==> config.mk <==
export PLATFORM = sky130hd
export DESIGN_NAME = gcd_requester
export DESIGN_NICKNAME = d
export VERILOG_FILES = /design/src/rtl/gcd_requester.sv
export SDC_FILE = /design/constraint.sdc
export NUM_CORES = 1
export LEC_CHECK = 0
export ABC_CLOCK_PERIOD_IN_PS = 3700
export BUFFER_PORTS_ARGS = -buffer_cell sky130_fd_sc_hd__buf_4
export CORE_MARGIN = 2
export CORE_UTILIZATION = 31
export DETAILED_ROUTE_END_ITERATION = 8
export HOLD_SLACK_MARGIN = 0.02
export PLACE_DENSITY = 0.5
export REMOVE_ABC_BUFFERS = 1
export SLEW_MARGIN = 20
export SYNTH_ARGS = -nofsm -noshare
export SYNTH_HDL_FRONTEND = slang
export SYNTH_SLANG_ARGS = --single-unit
==> constraint.sdc <==
create_clock -name sys_clk -period 3.7 [get_ports sys_clk]
set_clock_uncertainty 0.15 [all_clocks]
set_input_delay 1.11 -clock sys_clk [delete_from_list [all_inputs] [get_ports sys_clk]]
set_output_delay 1.11 -clock sys_clk [all_outputs]
set_load 0.01 [all_outputs]
==> src/rtl/gcd_requester.sv <==
// gcd_requester: queues operand pairs and runs them through a GCD unit one job at a time; GCD_REQ_TIMEOUT_EN adds a WAIT timeout.
module gcd_requester #(
  parameter int width          = 8,
  parameter int FIFO_DEPTH     = 4,
  parameter int TIMEOUT_CYCLES = 1023
) (
  input  logic             sys_clk,
  input  logic             sys_rst_n,
  input  logic             job_valid,
  output logic             job_ready,
  input  logic [width-1:0] job_a,
  input  logic [width-1:0] job_b,
  output logic [width-1:0] operand_A,
  output logic [width-1:0] operand_B,
  output logic             input_ready,
  input  logic             input_available,
  input  logic             result_rdy,
  input  logic [width-1:0] result_data,
  output logic             result_taken,
  output logic             res_valid,
  input  logic             res_ready,
  output logic [width-1:0] res_data,
  output logic             res_err,
  output logic             busy,
  output logic [15:0]      job_count
);
  localparam int AW = $clog2(FIFO_DEPTH);
  localparam int FW = AW + 1;
  localparam logic [FW-1:0] FULL = FW'(FIFO_DEPTH);
  typedef enum logic [2:0] {FLUSH, IDLE, ISSUE, WAIT, TAKE, OUT} state_t;
  state_t state, state_n;
  logic [width-1:0] mem_a [FIFO_DEPTH];
  logic [width-1:0] mem_b [FIFO_DEPTH];
  logic [AW-1:0] wr_ptr, rd_ptr;
  logic [FW-1:0] fill, fill_n;
  logic push, pop, timeout, res_err_n;
  logic [width-1:0] res_data_n;
  assign push   = job_valid && job_ready;
  assign pop    = state == IDLE && fill != '0;
  assign fill_n = fill + FW'(push) - FW'(pop);
`ifdef GCD_REQ_TIMEOUT_EN
  localparam int TW = $clog2(TIMEOUT_CYCLES + 1);
  logic [TW-1:0] tmo_cnt;
  always_ff @(posedge sys_clk or negedge sys_rst_n)
    if (!sys_rst_n) tmo_cnt <= '0;
    else tmo_cnt <= state == WAIT ? tmo_cnt + 1'b1 : '0;
  assign timeout = state == WAIT && !result_rdy && tmo_cnt == TW'(TIMEOUT_CYCLES - 1);
`else
  assign timeout = 1'b0;
`endif
  always_ff @(posedge sys_clk)
    if (push) begin
      mem_a[wr_ptr] <= job_a;
      mem_b[wr_ptr] <= job_b;
    end
  always_comb begin
    state_n    = state;
    res_data_n = res_data;
    res_err_n  = res_err;
    unique case (state)
      FLUSH: state_n = !result_rdy && !result_taken && input_available ? IDLE : FLUSH;
      IDLE:  state_n = fill != '0 ? ISSUE : IDLE;
      ISSUE: state_n = input_available ? WAIT : ISSUE;
      WAIT: begin
        state_n    = result_rdy ? TAKE : timeout ? OUT : WAIT;
        res_data_n = result_rdy ? result_data : timeout ? '0 : res_data;
        res_err_n  = timeout;
      end
      TAKE:  state_n = OUT;
      OUT: begin
        state_n   = !res_ready ? OUT : res_err ? FLUSH : IDLE;
        res_err_n = res_err && !res_ready;
      end
      default: state_n = FLUSH;
    endcase
  end
  always_ff @(posedge sys_clk or negedge sys_rst_n)
    if (!sys_rst_n) begin
      state        <= FLUSH;
      wr_ptr       <= '0;
      rd_ptr       <= '0;
      fill         <= '0;
      job_ready    <= 1'b0;
      busy         <= 1'b0;
      operand_A    <= '0;
      operand_B    <= '0;
      input_ready  <= 1'b0;
      result_taken <= 1'b0;
      res_valid    <= 1'b0;
      res_data     <= '0;
      res_err      <= 1'b0;
      job_count    <= '0;
    end else begin
      state        <= state_n;
      wr_ptr       <= wr_ptr + AW'(push);
      rd_ptr       <= rd_ptr + AW'(pop);
      fill         <= fill_n;
      job_ready    <= fill_n != FULL;
      busy         <= state_n != IDLE || fill_n != '0;
      if (pop) begin
        operand_A <= mem_a[rd_ptr];
        operand_B <= mem_b[rd_ptr];
      end
      input_ready  <= state_n == ISSUE;
      result_taken <= state_n == TAKE || (state == FLUSH && result_rdy && !result_taken);
      res_valid    <= state_n == OUT;
      res_data     <= res_data_n;
      res_err      <= res_err_n;
      if (state == OUT && res_ready) job_count <= job_count + 16'd1;
    end
endmodule

==> impl_metrics.ini <==
[status]
status = complete, no violations

[setup_path]
timing.rr.start = state[0]$_DFF_PN0_
slowest_stage = dfrtp_1
critPathArrivalTime_ps = 2820
reg2reg_depth = 10
cp_slowest_stage_delay_ps = 560
setup.worst_path.start_class = flip-flop
path_class = flip-flop to flip-flop
r2r-end = busy$_DFF_PN0_
cp_num_buf_inv = 0
critPathTopFamily = simple AND/OR/NAND/NOR gates
crit_chain = nor3b_2 > or2b_1 > nand2_1 > nand2_1 > ha_1 > fa_1 > xnor2_1 > xnor2_1 > nor4_1 > nand3_1
r2r_slack_ps = 1020
cp_data_required_time_ps = 3830
path_max_fanout = 11
endpoint_kind = flip-flop

[job]
drv_cap = 0

[logic_synthesis]
syn-mean-instance-area_um2 = 18.1
synth-edff-count = 64
synth-xor-area-share = 0.0365
synth_fa_ha_area_frac = 0.0120
synth_top_cell_area_share = 0.401
synth-seq-cells = 120
synthSimpleGateAreaFrac = 0.0770
yosysSeqAreaShare = 0.693
synthDistinctLibCells = 43
async_flop_share = 0.467
synth_top_family_by_area = multiplexers
yosysWarnings = 0
synthMuxAreaShare = 0.146
syn_inst = 265
synth_commonest_cells = 64 x edfxtp_1, 56 x dfrtp_1, 16 x mux2_2
synth-compound-area-share = 0.00914
syn-cell-area_um2 = 4790
synth_area_leaders = edfxtp_1 40%, dfrtp_1 29%, mux4_1 4.4%
ys.flop_type = edfxtp_1
synth_area_leader_cell = edfxtp_1
synth.most_common_cell = edfxtp_1

[die]
die_y_um = 128
placementRows = 45
ios = 76
die-area_um2 = 16500
coreArea_um2 = 15100
die_w_um = 128
start_util = 0.316

[place]
place_hpwl_um = 5550
gp_congestion = 0.700
port_buffers = 75

[clock_network]
tritoncts = yes
cts_setup_buffers = 0
clock_path_buffers = 2
htreeDepth = 4
cts_buffers = 17
clock-sinks = 120
postCtsHoldBufs = 0
root_buffer = clkbuf_16
clkSlewWorstSetupHoldPaths_ps = 50
clock_latency_ps = 410
ctsResizeCount = 0

[routing]
wirelength_um = 8850
route.met3.wl_um = 500
drc_errors = 0
post_drt_via_cell_ratio = 4.59
antenna_left = 0
dr_wl_met2_um = 4100
wl_per_cell_um = 15.9
drt-met1-wl_um = 4050
via_count = 2557
drtIter0Drc = 83
top_layer_used = met4
dr.pass1.iters = 4

[pwr]
fin_total_pwr_w = 0.00490
irDropWorstVdd_v = 0.000442
power_leakage_nw = 2.55
power_density_nw_per_um2 = 802

[timing]
final-hold-violation-count = 0
slew_headroom = 0.466
maxSlewViolCount = 0
max_freq_mhz = 373
finalCritPeriodShare = 0.725
rsz0062_at_grt = no
worst_pin_slew_ps = 801
period_needed_ps = 2680
finalSetupViolations = 0
finalSetupTns_ps = 0

[finish]
syn_to_final_growth_pct = 27.5
nets = 390
num_antenna_cells = 0
drive_above_1_share = 0.423

[grt]
grt_pass1_vias = 2584
gr-usage-all-layers = 0.118
grt_max_degree = 57
antenna_found_initial = 0
grt_pass1_wl_um = 14000
grt_overflow_total = 0

[hold_path]
hp-start = job_count[15]$_DFFE_PN0P_
hold_depth = 1
min_to = job_count[15]$_DFFE_PN0P_
holdCritPathClass = flip-flop to flip-flop
[placed cells by master (no fill, tap or decap), types with 2 or more instances in the layout]
master      Yosys  layout
o21ai_0         2       2
mux4_1          8       8
nor3_2          1       2
nand3_1         9       9
nand2_1        14      14
clkinv_2        0       3
clkinv_4        0       3
nor4_1          2       2
dfrtp_1        56      56
mux2_2         16      16
and3_1          3       3
mux4_2          8       8
clkinvlp_4      0       5
xnor2_1        13      13
edfxtp_1       64      64
nor3b_2         1       3
buf_4           2      81
inv_6           0       2
nor2_1          7       7
xor2_1          7       7
a21oi_1         2       2
clkbuf_16       0      17
nor3_1          4       3
inv_1           7       7
ha_1            3       3
nor4_4          2       2
mux2_4          8       8
nand2b_1        2       2
[stage by stage]
| step | std cells | area [µm²] | utilization | worst slack, ps | hold slack (ps) |
|---|---|---|---|---|---|
| floorplan | 256 | 4700 | - | 655 | 338 |
| detailed placement | 525 | 5550 | 0.367 | 616 | 319 |
| finish | 557 | 6110 | 0.403 | 1020 | 316 |
| global route | 557 | 6110 | 0.403 | 727 | 340 |
| global placement | 525 | 5550 | 0.367 | 636 | 314 |
| CTS | 557 | 6110 | 0.403 | 1010 | 326 |
[cells by family after synthesis]
group,after synthesis
DFF,120
and+or+nand+nor,57
muxes,41
xor gates and xnor gates,20
buffers and inverters,16
AOI/OAI and AO/OA,7
adders and majority gates,4
[report_power, final]
group | switching, W | total [W] | leakage (nW) | internal (W)
Combinational | 0.000608 | 0.00137 | 1.01 | 0.000761
Sequential | 0.000226 | 0.00201 | 1.28 | 0.00178
Clock | 0.000597 | 0.00152 | 0.259 | 0.000923
[per-layer routing]
layer	up-vias	track usage
met4	0	0.0621
met5	-	0
met1	1278	0.153
li1	1180	-
met2	82	0.178
met3	17	0.0399
[sequential cells by signal, indices dropped and copies added (netlist names)]
name,cells
busy,1
fill,3
input_ready,1
job_count,16
job_ready,1
mem_a,32
mem_b,32
operand_A,8
operand_B,8
rd_ptr,2
res_data,8
res_err,1
res_valid,1
result_taken,1
state,3
wr_ptr,2
[worst max path at each step]
stage | startpoint | endpoint | slack (ps) | cells after the start
after floorplan | job_valid | mem_a[1][0]$_DFFE_PP_ | 650 | 2
after global placement | job_valid | busy$_DFF_PN0_ | 640 | 11
after detailed placement | job_valid | busy$_DFF_PN0_ | 620 | 11
after CTS | state[0]$_DFF_PN0_ | busy$_DFF_PN0_ | 1010 | 10
after global routing | state[0]$_DFF_PN0_ | busy$_DFF_PN0_ | 730 | 10
final | state[0]$_DFF_PN0_ | busy$_DFF_PN0_ | 1020 | 10
[cell type report]
cell class,instances,area (µm²)
Fill cell,1393,9040
Sequential cell,120,3320
Multi-Input combinational cell,129,1360
Timing Repair Buffer,81,608
Clock buffer,18,429
Tap cell,188,235
Clock inverter,14,126
Inverter,7,26.3
Note: power is estimated with default switching activity, not from simulation.
